## src/rtl/sipo_pkg.sv

```systemverilog
// Shared types and helpers for the sipo_rx serial receiver.
package sipo_pkg;

    typedef enum logic [1:0] {
        IDLE = 2'd0,
        RECV = 2'd1,
        PAR  = 2'd2
    } sipo_state_e;

    localparam int unsigned SIPO_WIDTH_DEF = 4;

    // Ceiling log2, minimum 1; used to size the bit counter as clog2(WIDTH+1).
    function automatic int unsigned clog2(input int unsigned v);
        int unsigned r;
        r = 0;
        while ((64'd1 << r) < 64'(v)) begin
            r = r + 1;
        end
        return (r == 0) ? 1 : r;
    endfunction

endpackage

```

## src/rtl/sipo_shift_core.sv

```systemverilog
// Shift register, bit counter and frame FSM for sipo_rx.
// Optional trailing even-parity bit when SIPO_RX_PARITY_CHECK_EN is defined.
module sipo_shift_core
    import sipo_pkg::*;
#(
    parameter int unsigned WIDTH     = SIPO_WIDTH_DEF,
    parameter int unsigned MSB_FIRST = 1
) (
    input  logic             clk,
    input  logic             rst_n,
    input  logic             in,
    input  logic             in_valid,
    input  logic             sync,
    output logic             frame_done,
    output logic [WIDTH-1:0] word,
    output logic             word_perr,
    output logic             busy
);

    localparam int unsigned CW = clog2(WIDTH + 1);

    sipo_state_e      state_r, state_n, base_state_s;
    logic [WIDTH-1:0] shreg_r, shreg_n, base_shreg_s, shifted_s;
    logic [CW-1:0]    cnt_r, cnt_n, base_cnt_s;
    logic             busy_r;

    function automatic logic calc_perr(input logic [WIDTH-1:0] w, input logic p);
        return (^w) ^ p;
    endfunction

    // Next-state: sync first wipes the partial frame, then an accepted bit is applied.
    always_comb begin
        base_shreg_s = sync ? {WIDTH{1'b0}} : shreg_r;
        base_cnt_s   = sync ? {CW{1'b0}} : cnt_r;
        base_state_s = sync ? IDLE : state_r;
        if (MSB_FIRST != 0) begin
            shifted_s = {base_shreg_s[WIDTH-2:0], in};
        end else begin
            shifted_s = {in, base_shreg_s[WIDTH-1:1]};
        end
        shreg_n    = base_shreg_s;
        cnt_n      = base_cnt_s;
        state_n    = base_state_s;
        frame_done = 1'b0;
        word       = shifted_s;
        word_perr  = 1'b0;
        if (in_valid) begin
            case (base_state_s)
                IDLE, RECV: begin
                    shreg_n = shifted_s;
                    if (base_cnt_s == CW'(WIDTH - 1)) begin
`ifdef SIPO_RX_PARITY_CHECK_EN
                        cnt_n   = CW'(WIDTH);
                        state_n = PAR;
`else
                        frame_done = 1'b1;
                        cnt_n      = {CW{1'b0}};
                        state_n    = IDLE;
`endif
                    end else begin
                        cnt_n   = base_cnt_s + CW'(1);
                        state_n = RECV;
                    end
                end
                PAR: begin
`ifdef SIPO_RX_PARITY_CHECK_EN
                    frame_done = 1'b1;
                    word       = base_shreg_s;
                    word_perr  = calc_perr(base_shreg_s, in);
`endif
                    cnt_n   = {CW{1'b0}};
                    state_n = IDLE;
                end
                default: begin
                    cnt_n   = {CW{1'b0}};
                    state_n = IDLE;
                end
            endcase
        end else begin
            shreg_n = base_shreg_s;
        end
    end

    // Frame state registers.
    always_ff @(posedge clk or negedge rst_n) begin
        if (!rst_n) begin
            state_r <= IDLE;
            shreg_r <= {WIDTH{1'b0}};
            cnt_r   <= {CW{1'b0}};
            busy_r  <= 1'b0;
        end else begin
            state_r <= state_n;
            shreg_r <= shreg_n;
            cnt_r   <= cnt_n;
            busy_r  <= (state_n != IDLE);
        end
    end

    assign busy = busy_r;

endmodule

```

## src/rtl/sipo_rx.sv

```systemverilog
// Serial-in parallel-out receiver with one-word valid/ready holding register.
// Define SIPO_RX_PARITY_CHECK_EN to expect a trailing even-parity bit per word.
module sipo_rx
    import sipo_pkg::*;
#(
    parameter int unsigned WIDTH     = SIPO_WIDTH_DEF,
    parameter int unsigned MSB_FIRST = 1
) (
    input  logic             clk,
    input  logic             rst_n,
    input  logic             in,
    input  logic             in_valid,
    input  logic             sync,
    output logic [WIDTH-1:0] out,
    output logic             out_valid,
    input  logic             out_ready,
    output logic             busy,
    output logic             overrun,
    output logic             parity_err
);

    logic             frame_done_s;
    logic [WIDTH-1:0] word_s;
    logic             word_perr_s;
    logic [WIDTH-1:0] out_r;
    logic             out_valid_r;
    logic             overrun_r;
    logic             perr_r;
    logic             can_load_s;

    sipo_shift_core #(
        .WIDTH     (WIDTH),
        .MSB_FIRST (MSB_FIRST)
    ) u_core (
        .clk        (clk),
        .rst_n      (rst_n),
        .in         (in),
        .in_valid   (in_valid),
        .sync       (sync),
        .frame_done (frame_done_s),
        .word       (word_s),
        .word_perr  (word_perr_s),
        .busy       (busy)
    );

    // A new word may land when the slot is empty or is being drained this edge.
    assign can_load_s = !out_valid_r || out_ready;

    // Holding register, handshake and sticky overrun.
    always_ff @(posedge clk or negedge rst_n) begin
        if (!rst_n) begin
            out_r       <= {WIDTH{1'b0}};
            out_valid_r <= 1'b0;
            overrun_r   <= 1'b0;
            perr_r      <= 1'b0;
        end else begin
            if (frame_done_s && can_load_s) begin
                out_r       <= word_s;
                perr_r      <= word_perr_s;
                out_valid_r <= 1'b1;
            end else if (out_valid_r && out_ready) begin
                out_valid_r <= 1'b0;
            end else begin
                out_valid_r <= out_valid_r;
            end
            if (sync) begin
                overrun_r <= 1'b0;
            end else if (frame_done_s && !can_load_s) begin
                overrun_r <= 1'b1;
            end else begin
                overrun_r <= overrun_r;
            end
        end
    end

    assign out       = out_r;
    assign out_valid = out_valid_r;
    assign overrun   = overrun_r;
`ifdef SIPO_RX_PARITY_CHECK_EN
    assign parity_err = perr_r;
`else
    assign parity_err = 1'b0;
`endif

endmodule
```

## config.mk

```make
export PLATFORM = sky130hd
export DESIGN_NAME = sipo_rx
export DESIGN_NICKNAME = d
export VERILOG_FILES = /design/src/rtl/sipo_pkg.sv /design/src/rtl/sipo_shift_core.sv /design/src/rtl/sipo_rx.sv
export SDC_FILE = /design/constraint.sdc
export NUM_CORES = 1
export LEC_CHECK = 0
export CAP_MARGIN = 10
export CORE_MARGIN = 8
export CORE_UTILIZATION = 41
export CTS_CLUSTER_DIAMETER = 100
export DETAILED_ROUTE_END_ITERATION = 16
export PLACE_DENSITY_LB_ADDON = 0.25
export SYNTH_ARGS = -nofsm -noshare
export SYNTH_HDL_FRONTEND = slang
export SYNTH_HIERARCHICAL = 1
export SYNTH_SLANG_ARGS = --single-unit
```

## constraint.sdc

```tcl
create_clock -name clk -period 2.4 [get_ports clk]
set_input_delay 0.72 -clock clk [delete_from_list [all_inputs] [get_ports clk]]
set_output_delay 0.72 -clock clk [all_outputs]
set_load 0.03 [all_outputs]
```

# --- After elaboration in Yosys (flattened, before gate mapping) ---
# Index checks and enable logic that the tools add are counted.
# W data, S select, Z words.
totals:
  ram_bits: 0
  output_inout_bits: 8
  ff_bits: 16
  mem_count: 0
  romBits: 0
  latch_bits: 0
  wordCells: 39
classes:
  multipliers: 0
  muxes: 18
  n_bitwise: 0
  addsub: 1
  n_lt_le_gt_ge: 0
  reduce_logical: 11
  n_div: 0
  shifts: 0
  eq_ne: 2
op_table:
  columns: ["op", "n"]
  rows:
  - ["$mux W3", 4]
  - ["$mux W4", 3]
  - ["$mux W1", 9]
  - ["$reduce_bool A2 Y1", 3]
  - ["$mux W2", 2]
  - ["$add A3 B1 Y3 const B", 1]
  - ["$eq A3 B2 Y1 const B", 1]
  - ["$logic_and A1 B1 Y1", 3]
  - ["$eq A2 B1 Y1 const B", 1]
  - ["$logic_not A1 Y1", 2]
  - ["$logic_not A2 Y1", 1]
  - ["$reduce_or A2 Y1", 1]
  - ["$logic_or A1 B1 Y1", 1]

# --- Logic depth before layout (Yosys ltp) ---
# Gate-level depths: netlist of run 1.
depth:
  depth_word: 8
  mapped_depth: 6
  depth_no_buf: 5

# --- Cells and area by module ---
# The synthesis of run 1 kept the hierarchy.
by_module_without_submodules:
  columns: ["module", "area_each_um2", "cells_per_inst", "n_inst"]
  rows:
  - ["sipo_shift_core", 486.7, 49, 1]
  - ["sipo_rx", 267.8, 18, 1]

# --- Worst setup path before layout of run 1 ---
# No wires, ideal clock.
synth_timing:
  path_kind: "input to register"
  start: "input sync"
  end: "register out_r[0], in the netlist out[0]"
  slack_ps: 537
  arrival_ps: 1738
  cell_stages: 6
  n_path_buf: 1
  path_cell_list: "buf_2 -> nor2b_1 -> ha_1 -> o211a_1 -> nand2_4 -> mux2_4"
synth_via:
  elab_chain_len: 6
synth_lines:
  columns: ["item", "line", "rtl"]
  rows:
  - ["start, declared", "sipo_rx.sv:13", "input logic sync,"]
  - ["$mux W3 / $mux W2 (equally long branches)", "sipo_shift_core.sv:34, sipo_shift_core.sv:35", null]
  - ["$eq A3 B2 Y1 (tied with other cells)", "sipo_shift_core.sv:51", "if (base_cnt_s == CW'(WIDTH - 1)) begin"]
  - ["$mux W1 / $reduce_or A2 Y1 (equally long branches)", "sipo_shift_core.sv:51, sipo_shift_core.sv:48", null]
  - ["$mux W1 (*)", "sipo_shift_core.sv:48", "case (base_state_s)"]
  - ["$mux W1 (*)", "sipo_shift_core.sv:47", "if (in_valid) begin"]
  - ["named net frame_done_s", "sipo_rx.sv:22", "logic frame_done_s;"]
  - ["$logic_and A1 B1 Y1 (*)", "sipo_rx.sv:57", "if (frame_done_s && can_load_s) begin"]
  - ["end signal, assigned", "sipo_rx.sv:52", "out_r <= {WIDTH{1'b0}};"]
  - ["end signal, assigned", "sipo_rx.sv:58", "out_r <= word_s;"]
  - ["end, declared", "sipo_rx.sv:25", "logic [WIDTH-1:0] out_r;"]
# The timed path passes the listed nets; every way through them passes the cells marked *.
# A chain may end at the register's enable or synchronous reset.

# --- Final worst setup path of run 1 ---
layout_timing:
  start: "register out_valid_r, in the netlist out_valid"
  end: "output out_valid"
layout_rtl:
  columns: ["item", "line", "rtl"]
  rows:
  - ["start, declared", "sipo_rx.sv:26", "logic out_valid_r;"]
  - ["start signal, assigned", "sipo_rx.sv:64", "out_valid_r <= out_valid_r;"]
  - ["end, declared", "sipo_rx.sv:15", "output logic out_valid,"]
# No word-level cell between the ends.

==> metrics.txt, run 1 <==
detailed-route wire length per cell 12.85 um; Final period util 87.99%; buffer count from post-CTS setup fixing 0; number of non-filler instances in the completed layout 105; H-Tree Depth 1; Syn Inst Count 65; CP required 1.68 ns; Fillers 152; total wire length 1349 um; crit path time final 2.112 ns; clock root cell clkbuf_4; vias in the first global route 515; RSZ-0062 raised after global routing no; vias per cell 4.781; Hold Crit Class register to register; Slew @ Worst Pin 0.6780 ns; Tot GR Track Use 8.781%; largest net degree at the start of global routing 16; Pleak 0.0004663 uW; CP Capture Type output port; global-route wire length before repair 2270 um; CP max stage delay 0.69 ns; Yosys warning count 6; CTS max path bufs 2; Worst-Skew Late Latency 0.29 ns; Detailed Routing Iterations Pass 1 2; TritonCTS clock tree built; Final Hold Viols 0; Vias 502; Power per Cell Area 562.1 mW/mm^2; DP Area 889.6 um^2; detailed placement HPWL 1018 um; crit path cell chain clkdlybuf4s50_1; die area 0.003431 mm^2; # IOs 14; layout cells sized above 1 21.25%; Finished Core Util 53.70%; Nets 88; total CTS buffers 3; Max Freq 473.5 MHz; kind of critical path register to output port; final setup fails 0; Crit Path Max Fanout 3; Die Wd 58.58 um; Critical Path AT 1.39 ns; Post-Place Cells 101; Max Cap Violations 0; clock slew at reported path FFs 0.09 ns; core footprint 0.001708 mm^2; Slew Limit Fails 0; I/O Buffers 12; ANT cells 0; Slowest-stage cell, CP clkdlybuf4s50_1; Setup Skew 0.005926 ns; DRC Markers 0; Synthesized Nets 72; GPL Wtd Cong 0.7233; Post-DRT Antenna Nets 0; clk sinks 15; Worst Hold Path Cells 2; die height 58.58 um; Reg2Reg Depth 5; GRT Residual Overflow 0; Peak VDD IR 0.2871 mV; initial antenna violation count 0; status finished, final reports clean; setup tns final 0 ns; WP depth 1; initial core utilization 43.52%; final instance area 917.1 um^2; Syn Std Cell Area 743.2 um^2; 1st-iter DRT viols 8; Area growth syn-to-layout 23.40%; power after layout 515.5 uW; Row Count 15; WP buf/inv 1; CTS resizes 0; startpoint types register; Post-Syn Area per Cell 11.43 um^2; Slew headroom 54.66%; delay-heaviest family, CP buffers and inverters; # hold bufs at CTS 0
-- layer usage --
layer	GRT usage [%]	up-vias	part of all wire, %
li1	-	248	-
met4	6.143	0	1.3
met2	13.23	13	44
met1	10.04	239	48
met5	0	-	0
met3	3.261	2	6.4
-- where the power goes --
group,switching (uW),total (uW),internal (uW)
logic,47.5,95.0,47.5
clock network,82.7,145,61.9
registers,8.01,276,268
-- cell type report --
| type | count | area, um^2 | share of cell area, % |
|---|---|---|---|
| tap | 25 | 31.28 | 3.411 |
| multi-input combinational | 43 | 329.1 | 35.88 |
| sequential | 15 | 375.4 | 40.93 |
| clock buffer | 3 | 22.52 | 2.456 |
| inverter | 3 | 11.26 | 1.228 |
| clock inverter | 1 | 5.005 | 0.5457 |
| timing repair buffer | 15 | 142.6 | 15.55 |
-- state kept, by name, indices dropped and copies added (netlist names) --
signal	flops
out	4
out_valid	1
u_core/cnt_r	3
u_core/state_r	2
u_core/busy	1
u_core/shreg_r	3
overrun	1
-- layout by cell type (no fill, tap or decap), types with 2 or more instances in the layout --
master           count
clkbuf_4             3
nor2b_1              4
nand3_1              2
dfrtp_1             15
o21ai_0              5
clkdlybuf4s50_1     12
nand2_1              3
inv_1                3
buf_4                3
nor2_1               7
mux2i_1              2
nand2b_4             2
mux2_4               4
-- final timing paths --
kind,startpoint,to,slack (ns)
worst max register to register,u_core/cnt_r[0],out[3],0.93
min in group asynchronous,rst_n,u_core/cnt_r[1],0.84
worst max-delay path,out_valid,out_valid,0.29
worst min register to register,u_core/cnt_r[0],u_core/cnt_r[0],0.50
worst min-delay path,u_core/cnt_r[0],u_core/cnt_r[0],0.50
max in group asynchronous,rst_n,u_core/cnt_r[0],1.13
-- tightest hold or removal path, stage by stage, from the launching register on --
cell	delay (ns)
dfrtp_1	0.36
nand2_1	0.05
nand2_1	0.06
-- per-stage QoR --
stage,setup WS (ns),hold WS (ns)
global placement,0.1667,0.4730
global route,0.2194,0.5117
floorplan,0.5370,0.4244
detailed placement,0.1109,0.4858
CTS,0.2622,0.5089
finish,0.2882,0.5032
No activity file was read; power rests on OpenSTA's default activity.
==> inputs of run 2 (changes only) <==
- PLACE_DENSITY: default -> 0.65
- PLACE_DENSITY_LB_ADDON: 0.25 -> default
- REMOVE_ABC_BUFFERS: default -> 1
==> run 2 against run 1 <==
- via count is 3.6% lower
- cell area is 0.14% lower
- register-to-register slack about the same
- worst setup slack worse by 0.011 ns
- global-route usage is 0.59 points higher
- maximum frequency is 0.53% lower
- non-clock buffer count unchanged
- critical path depth stayed put
- combinational power about the same
- clock skew down 0.0052 ns
- routed wire length decreased by 0.15%
- first-iteration DRC count shrank 88%
==> metrics.txt, run 2 (synthesis results as in run 1) <==
Hold Crit Class register to register; Slew @ Worst Pin 0.6722 ns (-0.005813 ns); Vias 484 (-3.6%); clock share of power 28.2% (about the same); delay-heaviest family, CP buffers and inverters; crit path cell chain clkdlybuf4s50_1; startpoint types register; vias per cell 4.610 (-3.6%); combinational power share 18.4% (about the same); detailed placement HPWL 1029 um (+1.1%); 1st-iter DRT viols 1 (-7); GRT Residual Overflow 0 (unchanged); Hold Path Sink u_core/cnt_r[1]; WP depth 1 (unchanged); Area growth syn-to-layout 23.23%; Worst Hold Path Cells 1 (-1); setup tns final 0 ns (unchanged); WP buf/inv 1 (unchanged); Tot GR Track Use 9.369% (+0.59 points); Max Cap Violations 0 (unchanged); crit path time final 2.123 ns (+0.01129 ns); layout cells sized above 1 20.00% (-1.2 points); Fillers 154 (+1.3%); kind of critical path register to output port; initial core utilization 43.52% (unchanged); hold path start u_core/cnt_r[1]; core footprint 0.001708 mm^2 (unchanged); Final period util 88.46% (+0.47 points); die area 0.003431 mm^2 (unchanged); CTS max path bufs 2 (unchanged); Slowest-stage cell, CP clkdlybuf4s50_1; total CTS buffers 3 (unchanged); buffer count from post-CTS setup fixing 0 (unchanged); Crit Path Max Fanout 3 (unchanged); Peak VDD IR 0.4049 mV (+41%); largest net degree at the start of global routing 16 (unchanged); Max Freq 471.0 MHz (-0.53%); Power per Cell Area 564.6 mW/mm^2 (+0.44%); vias in the first global route 512 (-0.58%); commonest non-fill, non-tap cell in the layout dfrtp_1; Final Hold Viols 0 (unchanged); # IOs 14 (unchanged); I/O Buffers 12 (unchanged); initial antenna violation count 0 (unchanged); die height 58.58 um (unchanged); detailed-route wire length per cell 12.83 um (-0.15%); RSZ-0062 raised after global routing no; Net Sw Frac 26.48% (-0.34 points); reg2reg start u_core/cnt_r[0]; status finished, final reports clean; CP max stage delay 0.70 ns (about the same); Critical Path AT 1.40 ns (about the same); clk sinks 15 (unchanged); Reg2Reg Depth 5 (unchanged); CTS resizes 0 (unchanged); TritonCTS clock tree built; CP required 1.68 ns (about the same); Detailed Routing Iterations Pass 1 3 (+1); worst hold slack 0.5147 ns (+0.01151 ns); r2r setup slk 0.93 ns (about the same); global-route wire length before repair 2352 um (+3.6%); max reg flops 4 (unchanged); Worst-Skew Late Latency 0.29 ns (about the same); total wire length 1347 um (-0.15%); Post-DRT Antenna Nets 0 (unchanged); Setup Skew 0.0007030 ns (-0.005223 ns); DRC Markers 0 (unchanged); ANT cells 0 (unchanged); Nets 88 (unchanged); Slew headroom 55.05% (+0.39 points); clock root cell clkbuf_4; clock slew at reported path FFs 0.08 ns (about the same); power after layout 517.1 uW (+0.30%); Net Switching 136.9 uW (-0.99%); Pleak 0.0004636 uW (-0.59%); # hold bufs at CTS 0 (unchanged); most frequent cells in the layout dfrtp_1, clkdlybuf4s50_1, nor2_1, o21ai_0; RR Endpoint out[1]; Die Wd 58.58 um (unchanged); Seq pwr share 53.4% (about the same); Slew Limit Fails 0 (unchanged); Row Count 15 (unchanged); final instance area 915.9 um^2 (-0.14%); Internal 380.2 uW (+0.77%); GPL Wtd Cong 0.8010 (+11%); H-Tree Depth 1 (unchanged); DP Area 889.6 um^2 (unchanged); CP Capture Type output port; final setup fails 0 (unchanged)
==> run 2: power by group through the flow <==
stage | logic (uW) | clock network [uW] | registers (uW)
floorplan | 34.7 | 0 | 297
global placement | 95.1 | 0 | 281
finish | 95.3 | 146 | 276
CTS | 96.8 | 152 | 276
detailed placement | 96.4 | 0 | 282
global route | 104 | 165 | 278
==> run 2: layout make-up <==
cell class	instances	area, um^2	area share [%]
flip-flops and latches	15	375.4	40.98
repair buffers	15	142.6	15.57
clock buffers	4	26.28	2.869
multi-input cells	43	329.1	35.93
inverters	3	11.26	1.230
well taps	25	31.28	3.415
==> run 2: worst max path at each step <==
stage,from,end,slack (ns)
final,out_valid,out_valid,0.28
after global routing,out_valid,out_valid,0.23
after CTS,out_valid,out_valid,0.26
after detailed placement,sync,out[1],0.12
after global placement,sync,out[3],0.16
after floorplan,sync,out[0],0.70
==> run 2: through the flow <==
| step | setup slack, ns | util (%) | std cells |
|---|---|---|---|
| floorplan | 0.7041 | - | 61 |
| global placement | 0.1622 | 52.09 | 101 |
| detailed placement | 0.1217 | 52.09 | 101 |
| CTS | 0.2611 | 53.63 | 105 |
| global route | 0.2274 | 53.63 | 105 |
| finish | 0.2769 | 53.63 | 105 |
==> run 2: metal layers <==
metal,vias up,share of wire [%],global-route usage (%)
li1,246,-,-
met5,-,0,0
met2,13,40,12.76
met3,5,6.1,5.000
met1,220,51,11.10
met4,0,2.7,6.143
